==> src/rtl/phase_accumulator_pkg.sv <==
// ---------------------------------------------------------------------------
// phase_accumulator_pkg
// Shared definitions for the DDS phase accumulator slice:
//   - PHASE_W        accumulator width (32)
//   - state_t        handshake FSM encodings (IDLE / RUN / STALL)
//   - LFSR_SEED      dither LFSR reset value
//   - LFSR_TAPS      Galois feedback mask for x^16+x^14+x^13+x^11+1
//   - lfsr_next()    one Galois LFSR advance
// ---------------------------------------------------------------------------
package phase_accumulator_pkg;

   localparam int PHASE_W = 32;

   typedef enum logic [1:0] {
      ST_IDLE  = 2'b00,
      ST_RUN   = 2'b01,
      ST_STALL = 2'b10
   } state_t;

   localparam logic [15:0] LFSR_SEED = 16'hACE1;
   // Right-shifting Galois form: bits 15,13,12,10 map to x^16,x^14,x^13,x^11.
   localparam logic [15:0] LFSR_TAPS = 16'hB400;

   function automatic logic [15:0] lfsr_next(input logic [15:0] cur);
      logic [15:0] fb;
      fb = cur[0] ? LFSR_TAPS : 16'h0000;
      return {1'b0, cur[15:1]} ^ fb;
   endfunction

endpackage

==> src/rtl/cla_32.sv <==
// ---------------------------------------------------------------------------
// cla_32
// 32-bit carry-lookahead adder: 4-bit lookahead groups, group carries chained.
// Ports:
//   i_a, i_b  in  32  addends
//   i_c       in  1   carry in
//   o_s       out 32  sum (mod 2^32)
//   o_c       out 1   carry out of bit 31
// ---------------------------------------------------------------------------
module cla_32 (
   input  logic [31:0] i_a,
   input  logic [31:0] i_b,
   input  logic        i_c,
   output logic [31:0] o_s,
   output logic        o_c
);

   logic [31:0] g_s;
   logic [31:0] p_s;
   logic [31:0] c_s;
   logic        co_s;

   assign g_s = i_a & i_b;
   assign p_s = i_a ^ i_b;

   // Carry generation: full lookahead inside each nibble, group G/P between nibbles.
   always_comb begin
      logic       carry_v;
      logic [3:0] g_v;
      logic [3:0] p_v;
      c_s     = 32'h0000_0000;
      carry_v = i_c;
      g_v     = 4'h0;
      p_v     = 4'h0;
      for (int k = 0; k < 8; k++) begin
         g_v = g_s[4*k +: 4];
         p_v = p_s[4*k +: 4];
         c_s[4*k]   = carry_v;
         c_s[4*k+1] = g_v[0] | (p_v[0] & carry_v);
         c_s[4*k+2] = g_v[1] | (p_v[1] & g_v[0]) | (p_v[1] & p_v[0] & carry_v);
         c_s[4*k+3] = g_v[2] | (p_v[2] & g_v[1]) | (p_v[2] & p_v[1] & g_v[0])
                    | (p_v[2] & p_v[1] & p_v[0] & carry_v);
         carry_v    = g_v[3] | (p_v[3] & g_v[2]) | (p_v[3] & p_v[2] & g_v[1])
                    | (p_v[3] & p_v[2] & p_v[1] & g_v[0]) | ((&p_v) & carry_v);
      end
      co_s = carry_v;
   end

   assign o_s = p_s ^ c_s;
   assign o_c = co_s;

endmodule

==> src/rtl/phase_accumulator_lfsr.sv <==
// ---------------------------------------------------------------------------
// phase_lfsr
// 16-bit Galois LFSR (x^16+x^14+x^13+x^11+1) used as phase dither source.
// Ports:
//   i_clk    in  1   clock, rising edge
//   i_rst    in  1   asynchronous active-high reset (loads LFSR_SEED)
//   i_adv    in  1   advance one step this cycle
//   o_state  out 16  current LFSR contents
// ---------------------------------------------------------------------------
module phase_lfsr
   import phase_accumulator_pkg::*;
(
   input  logic        i_clk,
   input  logic        i_rst,
   input  logic        i_adv,
   output logic [15:0] o_state
);

   logic [15:0] state_r;

   // LFSR register: moves only when the accumulator steps.
   always_ff @(posedge i_clk or posedge i_rst) begin
      if (i_rst) begin
         state_r <= LFSR_SEED;
      end else if (i_adv) begin
         state_r <= lfsr_next(state_r);
      end else begin
         state_r <= state_r;
      end
   end

   assign o_state = state_r;

endmodule

==> src/rtl/phase_accumulator.sv <==
// ---------------------------------------------------------------------------
// phase_accumulator
// DDS phase accumulator feeding the sin/cos stage. A 32-bit accumulator adds
// the active tuning word each step (via cla_32); the pre-add phase, truncated
// to OUT_W bits, leaves through a valid/ready handshake. Tuning words are
// double-buffered (pending -> active) so the phase never jumps.
// Optional build macro: PHASE_DITHER_EN adds LFSR dither ahead of truncation.
// Parameters:
//   OUT_W        output phase width, 8..16 (default 12)
// Ports:
//   i_clk        in   1      clock, rising edge
//   i_rst        in   1      asynchronous active-high reset
//   i_en         in   1      run enable
//   i_sync       in   1      phase reset: clear accumulator, flush output
//   i_ftw        in   32     new tuning word
//   i_ftw_valid  in   1      tuning word offer
//   o_ftw_ready  out  1      pending buffer empty
//   o_phase      out  OUT_W  phase sample
//   o_wrap       out  1      this sample's step overflowed 2^32
//   o_valid      out  1      o_phase/o_wrap valid
//   i_ready      in   1      downstream accepts sample
// ---------------------------------------------------------------------------
module phase_accumulator
   import phase_accumulator_pkg::*;
#(
   parameter int OUT_W = 12
)(
   input  logic             i_clk,
   input  logic             i_rst,
   input  logic             i_en,
   input  logic             i_sync,
   input  logic [31:0]      i_ftw,
   input  logic             i_ftw_valid,
   output logic             o_ftw_ready,
   output logic [OUT_W-1:0] o_phase,
   output logic             o_wrap,
   output logic             o_valid,
   input  logic             i_ready
);

   logic [PHASE_W-1:0] acc_r;
   logic [PHASE_W-1:0] ftw_act_r;
   logic [PHASE_W-1:0] ftw_pend_r;
   logic               ftw_ready_r;   // high = pending buffer empty
   logic [OUT_W-1:0]   phase_r;
   logic               wrap_r;
   logic               valid_r;
   state_t             state_r;
   state_t             state_nx_s;

   logic               step_s;
   logic               ftw_take_s;
   logic [PHASE_W-1:0] acc_sum_s;
   logic               acc_co_s;
   logic [PHASE_W-1:0] phase_src_s;

   assign step_s     = i_en && (!valid_r || i_ready) && !i_sync;
   assign ftw_take_s = i_ftw_valid && ftw_ready_r;

   cla_32 u_acc_add (
      .i_a (acc_r),
      .i_b (ftw_act_r),
      .i_c (1'b0),
      .o_s (acc_sum_s),
      .o_c (acc_co_s)
   );

`ifdef PHASE_DITHER_EN
   logic [15:0]        lfsr_s;
   logic [PHASE_W-1:0] dith_add_s;
   logic [PHASE_W-1:0] dith_sum_s;
   logic               dith_co_s;
   logic               dith_unused_s;

   phase_lfsr u_lfsr (
      .i_clk   (i_clk),
      .i_rst   (i_rst),
      .i_adv   (step_s),
      .o_state (lfsr_s)
   );

   // Dither spans just below the output LSB so it only ever rounds by one code.
   assign dith_add_s = PHASE_W'(lfsr_s) << (16 - OUT_W);

   cla_32 u_dith_add (
      .i_a (acc_r),
      .i_b (dith_add_s),
      .i_c (1'b0),
      .o_s (dith_sum_s),
      .o_c (dith_co_s)
   );

   // Truncated bits and the dither carry are deliberately discarded.
   assign dith_unused_s = ^{dith_co_s, dith_sum_s[PHASE_W-OUT_W-1:0]};
   assign phase_src_s   = dith_sum_s;
`else
   assign phase_src_s = acc_r;
`endif

   // Handshake FSM state register.
   always_ff @(posedge i_clk or posedge i_rst) begin
      if (i_rst) begin
         state_r <= ST_IDLE;
      end else begin
         state_r <= state_nx_s;
      end
   end

   // Handshake FSM next state; sync overrides everything.
   always_comb begin
      state_nx_s = state_r;
      if (i_sync) begin
         state_nx_s = ST_IDLE;
      end else begin
         case (state_r)
            ST_IDLE: begin
               if (step_s) state_nx_s = ST_RUN;
               else        state_nx_s = ST_IDLE;
            end
            ST_RUN, ST_STALL: begin
               if (!i_ready)  state_nx_s = ST_STALL;
               else if (i_en) state_nx_s = ST_RUN;
               else           state_nx_s = ST_IDLE;
            end
            default: state_nx_s = ST_IDLE;
         endcase
      end
   end

   // Accumulator, output sample and tuning-word double buffer.
   always_ff @(posedge i_clk or posedge i_rst) begin
      if (i_rst) begin
         acc_r       <= 32'h0000_0000;
         ftw_act_r   <= 32'h0000_0000;
         ftw_pend_r  <= 32'h0000_0000;
         ftw_ready_r <= 1'b1;
         phase_r     <= {OUT_W{1'b0}};
         wrap_r      <= 1'b0;
         valid_r     <= 1'b0;
      end else begin
         valid_r <= (state_nx_s != ST_IDLE);
         if (i_sync) begin
            acc_r   <= 32'h0000_0000;
            phase_r <= {OUT_W{1'b0}};
            wrap_r  <= 1'b0;
            if (!ftw_ready_r) begin
               ftw_act_r   <= ftw_pend_r;
               ftw_ready_r <= 1'b1;
            end else if (i_ftw_valid) begin
               ftw_pend_r  <= i_ftw;
               ftw_ready_r <= 1'b0;
            end else begin
               ftw_ready_r <= ftw_ready_r;
            end
         end else begin
            if (step_s) begin
               phase_r <= phase_src_s[PHASE_W-1 -: OUT_W];
               acc_r   <= acc_sum_s;
               wrap_r  <= acc_co_s;
            end else begin
               phase_r <= phase_r;
            end
            // The step still used the old word; the pending one takes over after it.
            if (step_s && !ftw_ready_r) begin
               ftw_act_r   <= ftw_pend_r;
               ftw_ready_r <= 1'b1;
            end else if (ftw_take_s) begin
               ftw_pend_r  <= i_ftw;
               ftw_ready_r <= 1'b0;
            end else begin
               ftw_ready_r <= ftw_ready_r;
            end
         end
      end
   end

   assign o_ftw_ready = ftw_ready_r;
   assign o_phase     = phase_r;
   assign o_wrap      = wrap_r;
   assign o_valid     = valid_r;

endmodule
==> config.mk <==
export PLATFORM = sky130hd
export DESIGN_NAME = phase_accumulator
export DESIGN_NICKNAME = d
export VERILOG_FILES = /design/src/rtl/phase_accumulator_pkg.sv /design/src/rtl/cla_32.sv /design/src/rtl/phase_accumulator_lfsr.sv /design/src/rtl/phase_accumulator.sv
export SDC_FILE = /design/constraint.sdc
export NUM_CORES = 1
export LEC_CHECK = 0
export ABC_AREA = 1
export CAP_MARGIN = 20
export CELL_PAD_IN_SITES_DETAIL_PLACEMENT = 1
export CELL_PAD_IN_SITES_GLOBAL_PLACEMENT = 1
export CORE_UTILIZATION = 45
export DETAILED_ROUTE_END_ITERATION = 6
export PLACE_DENSITY_LB_ADDON = 0.1
export SYNTH_ARGS = -nofsm -noshare
export SYNTH_HDL_FRONTEND = slang
export SYNTH_SLANG_ARGS = --single-unit
export TNS_END_PERCENT = 10
==> constraint.sdc <==
create_clock -name i_clk -period 6.3 [get_ports i_clk]
set_clock_uncertainty 0.05 [all_clocks]
set_input_delay 1.89 -clock i_clk [delete_from_list [all_inputs] [get_ports i_clk]]
set_output_delay 1.89 -clock i_clk [all_outputs]
set_load 0.03 [all_outputs]
======== Word-level counts from Yosys, hierarchy flattened ========
Cells that the tools add are included.
operators by class
  eq/ne operators ......................... 6
  muxes and demuxes ....................... 24
  bitwise gates (word level) .............. 193
  reduce and logical (&&, ||, !) cells .... 24
operator list
  cell                  count
  $mux W32              10
  $and A1 B1 Y1         114
  $or A1 B1 Y1          76
  $xor A32 B32 Y32      2
  $and A32 B32 Y32      1
  $reduce_and A4 Y1     8
  $mux W12              2
  $mux W1               9
  $reduce_bool A2 Y1    4
  $logic_and A1 B1 Y1   4
  $mux W2               2
  $ne A2 B1 Y1 const B  2
  $ne A2 B2 Y1 const B  2
  $pmux W2 S2           1
  $logic_not A1 Y1      3
  $reduce_bool A3 Y1    1
  $eq A2 B1 Y1 const B  1
  $eq A2 B2 Y1 const B  1
  $logic_not A2 Y1      1
  $reduce_and A2 Y1     1
  $reduce_or A2 Y1      1
  $logic_or A1 B1 Y1    1
storage, ports and cells
  bits in registers ....................... 113
  bits of input ports ..................... 38
  output and inout bits ................... 15
  word-level logic and storage cells ...... 255

======== Depth between registers and ports, before layout ========
  depth after elaboration ................. 22
  mapped depth ............................ 22

======== By module ========
From an unflattened synthesis, not the netlist that was laid out.
unflattened totals
  cells, all modules ...................... 629
  area, all modules ....................... 5,810.6 sq um
modules (own cells, without submodules)
  module             instances  cells each  area an instance (sq um)
  phase_accumulator  1          448         4,469.3
  cla_32             1          181         1,341.3

======== Worst setup path before layout ========
Ideal clock, no wire load.
  kind .................................... input-to-reg
  from .................................... input port i_ready
  to ...................................... register ftw_act_r[29]
  arrival time ............................ 3.069 ns
  data required time ...................... 6.117 ns
  setup slack ............................. 3.048 ns
  stages on the path ...................... 7
  buffers on the path ..................... 1
  cell sequence ........................... inv_1 > a21oi_1 > nor2_1 > inv_2 > nand2_1 > clkbuf_1 > o21ai_0
on the way
  word-level cells in the longest chain between the ends .. 6
ends and longest elaborated chain
  item                               RTL line                  RTL
  start, declared                    phase_accumulator.sv:38   input logic i_ready
  $logic_or A1 B1 Y1                 phase_accumulator.sv:57   assign step_s = i_en && (!valid_r || i_ready) && !i_sync;
  $logic_and A1 B1 Y1 (2 in series)  phase_accumulator.sv:57
  $logic_and A1 B1 Y1                phase_accumulator.sv:164  if (step_s && !ftw_ready_r) begin
  $reduce_bool A2 Y1 (no line)       -
  $reduce_and A2 Y1 (no line)        -
  end signal, assigned               phase_accumulator.sv:147  ftw_act_r <= ftw_pend_r;
  end signal, assigned               phase_accumulator.sv:165  ftw_act_r <= ftw_pend_r;
  end, declared                      phase_accumulator.sv:42   logic [PHASE_W-1:0] ftw_act_r;
Every way passes these cells.
A chain may end at the register's enable or synchronous reset.

======== Worst setup path after layout ========
  from .................................... input port i_ready
  to ...................................... register acc_r[3]
on the way
  word-level cells in the longest chain between the ends .. 4
ends and longest elaborated chain
  item                               RTL line                  RTL
  $logic_or A1 B1 Y1                 phase_accumulator.sv:57
  $logic_and A1 B1 Y1 (2 in series)  phase_accumulator.sv:57
  $reduce_bool A2 Y1 (no line)       -
  end signal, assigned               phase_accumulator.sv:158  acc_r <= acc_sum_s;
  end, declared                      phase_accumulator.sv:41   logic [PHASE_W-1:0] acc_r;
Every way passes these cells.

==> impl_metrics.ini <==
[status]
status = finished clean

[global_routing]
antenna_found_initial = 0
overflow = 0
grt_max_degree = 71
grt_pass1_vias = 4697
grt_usage_pct = 22.94
grt_pass1_wl_um = 22340

[setup_path]
worstSetupEndpointType = flop
worstSetupPathType = in2reg
crit_path_max_incr_delay_ns = 0.50
cp_max_fo = 22
start_kind = primary input
critPathArrivalTime_ns = 4.28
cp_slowest_cell = clkdlybuf4s50_1
path_cells = clkdlybuf4s50_1 > inv_1 > a21oi_1 > inv_1 > nor2_2 > buf_4 > inv_1 > a21oi_1 > o21ai_0 > nand2_1
critPathRequiredTime_ns = 6.61
cpMostUsedCell = inv_1

[timing]
min_period_ns = 3.975
setup_ws_ns = 2.325
fin_hold_ws_ns = 0.4326
tns_ns = 0
rsz0062_at_grt = false
max_slew_margin_pct = 37.85
finalCritPeriodShare_pct = 63.09
max_freq_mhz = 251.6
hold_viol_final = 0
setup-violations-final = 0
drv_slew = 0
tightest_slew_ns = 0.9322

[logic_synthesis]
netlist_area_sq_um = 5493
syn_nets = 674
async_reset_ff_share_pct = 100.0
synthCells = 594
yosysUniqueCellTypes = 31
yosys_warnings = 0
yosysSeqAreaShare_pct = 51.50
ys_ff_latch = 113
yosys_most_used_dff = dfrtp_1
syn_avg_cell_area_sq_um = 9.247
synth_area_leaders = dfrtp_1 (51%), nand2_1 (10%), o21ai_0 (8.4%)
synth_edf_count = 0
synth_largest_area_cell = dfrtp_1
yosys.area.top_type_share_pct = 51.03

[power_and_ir_drop]
power_leakage_nw = 3.372
power_switching_mw = 0.7928
powerDensity_nw_per_um2 = 370.7
p_int_mw = 1.691
p_clk_share_pct = 35.5
swShare_pct = 31.92
ir_drop_uv = 204.3
p_seq_share_pct = 39.3
comb_power_share_pct = 25.2

[cells_and_area]
layout-drive-gt1-share_pct = 8.472
synthToLayoutAreaGrowth_pct = 21.98
final_core_util_pct = 57.45
final.fill_count = 1344
nNetsFinal = 730
diodes = 0

[cts]
cts_buffers = 17
post_cts_resized = 0
ctsHoldBuffers = 0
clk_path_buf_depth = 2
clock_latency_ns = 0.42
post_cts_buffers = 0
clock_sinks = 113
cts.reportedPaths.clkPinSlew_ns = 0.05
cts_root_buffer = clkbuf_16
cts-htree-levels = 4
cts_tree = done

[die]
start_util_pct = 47.10
die_y_um = 112.5
die_x_um = 112.5
boundaryPins = 53
die-area_sq_um = 12650
rows = 39
coreArea_sq_um = 11660

[routing]
drt-initial-drc-count = 164
post_drt_wl_per_cell_um = 16.03
routed_via_density = 5.264
firstDrtPassIters = 5
vias = 4232
routed_wl_um = 12890
postRouteAntennaNets = 0
drc = 0

[place]
gp_congestion = 0.7974
hpwl_um = 8526
portBuffers = 52
dp_slack_ns = 1.706

[worst_hold_path]
hold_path.class = reg2reg

[flow_run]
cap_violations = 0
## placed cells by master, fill, tap and decap left out, types with 2 or more instances in the layout
cell type / n
clkdlybuf4s50_1: 52
nand4_1: 2
o21bai_1: 2
nand3b_1: 2
nor2_1: 15
clkbuf_16: 17
o21ai_0: 92
fa_1: 8
nor2_2: 3
buf_4: 3
a21oi_2: 2
ha_1: 34
nand2_1: 151
a22o_1: 9
dfrtp_1: 112
nand2_4: 11
a32o_1: 2
a211oi_1: 2
xnor2_1: 9
clkbuf_1: 3
inv_2: 2
inv_1: 67
nand3_1: 13
clkbuf_8: 3
a21oi_1: 18
nand2_2: 4
o22ai_1: 6
a31oi_1: 3
clkinv_2: 6
## through the flow
step                      cells  area [sq um]  total power [mW]
after floorplan             594          5493             1.408
after global placement      773          6142             1.545
after detailed placement    773          6142             1.604
after CTS                   803          6680             2.510
after global routing        804          6700             2.644
final                       804          6700             2.484
## cells by family (layout without fill, tap and decap cells)
group                      count (synthesis)  in the layout  share of synthesized area [%]
AOI/OAI and AO/OA                        137            137                          13.85
xor gates and xnor gates                   9              9                          1.435
adders and majority gates                 42             42                          10.66
buffers and inverters                     89            156                          6.287
DFF                                      113            113                          51.50
and+or+nand+nor                          204            204                          16.26
## path summary, 6_finish.rpt
check                           startpoint         to  slack [ns]  depth (start not counted)
worst min register to register      o_wrap     o_wrap        0.43                          2
min in group asynchronous            i_rst     o_wrap        1.97                          2
worst max-delay path               i_ready   acc_r[3]        2.33                         10
worst max register to register    acc_r[3]  acc_r[29]        3.42                         19
max in group asynchronous            i_rst  acc_r[14]        3.14                          3
worst min-delay path                o_wrap     o_wrap        0.43                          2
## synthesized netlist by cell type (3+ instances only)
master / n
nand2_1: 152
dfrtp_1: 112
o21ai_0: 92
inv_1: 69
ha_1: 34
a21oi_1: 18
nor2_1: 17
clkbuf_1: 15
nand3_1: 13
nand2_4: 11
a22o_1: 9
xnor2_1: 9
fa_1: 8
o22ai_1: 6
a31oi_1: 3
buf_2: 3
nand2_2: 3
## registers in the layout, summed over array words and instances, names as in the netlist
register and count:
acc_r 32, ftw_act_r 32, ftw_pend_r 32, o_phase 12, state_r 2, o_ftw_ready 1
o_valid 1, o_wrap 1
## power by group through the flow
| stage | combinational (mW) | sequential [mW] | clock (mW) |
|---|---|---|---|
| 6_report | 0.625 | 0.977 | 0.881 |
| 5_1_grt | 0.718 | 0.998 | 0.928 |
| 4_1_cts | 0.633 | 0.980 | 0.897 |
| 3_5_place_dp | 0.616 | 0.988 | 0 |
| 3_3_place_gp | 0.564 | 0.981 | 0 |
| 2_1_floorplan | 0.436 | 0.972 | 0 |
## worst max-delay path: cells and delay by family
| family | cells | cell delay (ns) |
|---|---|---|
| AO/OA/AOI/OAI | 3 | 0.63 |
| buffers and inverters | 5 | 1.45 |
| AND/OR/NAND/NOR | 2 | 0.31 |
## layer usage
layer | share of wire (%) | GRT usage, % | up-vias
met5 | 0 | 0 | -
met2 | 53 | 41.41 | 59
li1 | - | - | 2041
met1 | 42 | 26.33 | 2113
met4 | 1.6 | 8.533 | 0
met3 | 3.0 | 5.616 | 19
## layout make-up
cell class                 count  area (sq um)  share of cell area (%)
tap                          143         178.9                   2.670
clock buffer                  23         478.0                   7.134
sequential                   113          2829                   42.22
clock inverter                 7         60.06                  0.8964
timing repair buffer          56         563.0                   8.403
multi-input combinational    392          2326                   34.72
inverter                      70         265.3                   3.959
(Power assumes the default switching activity.)
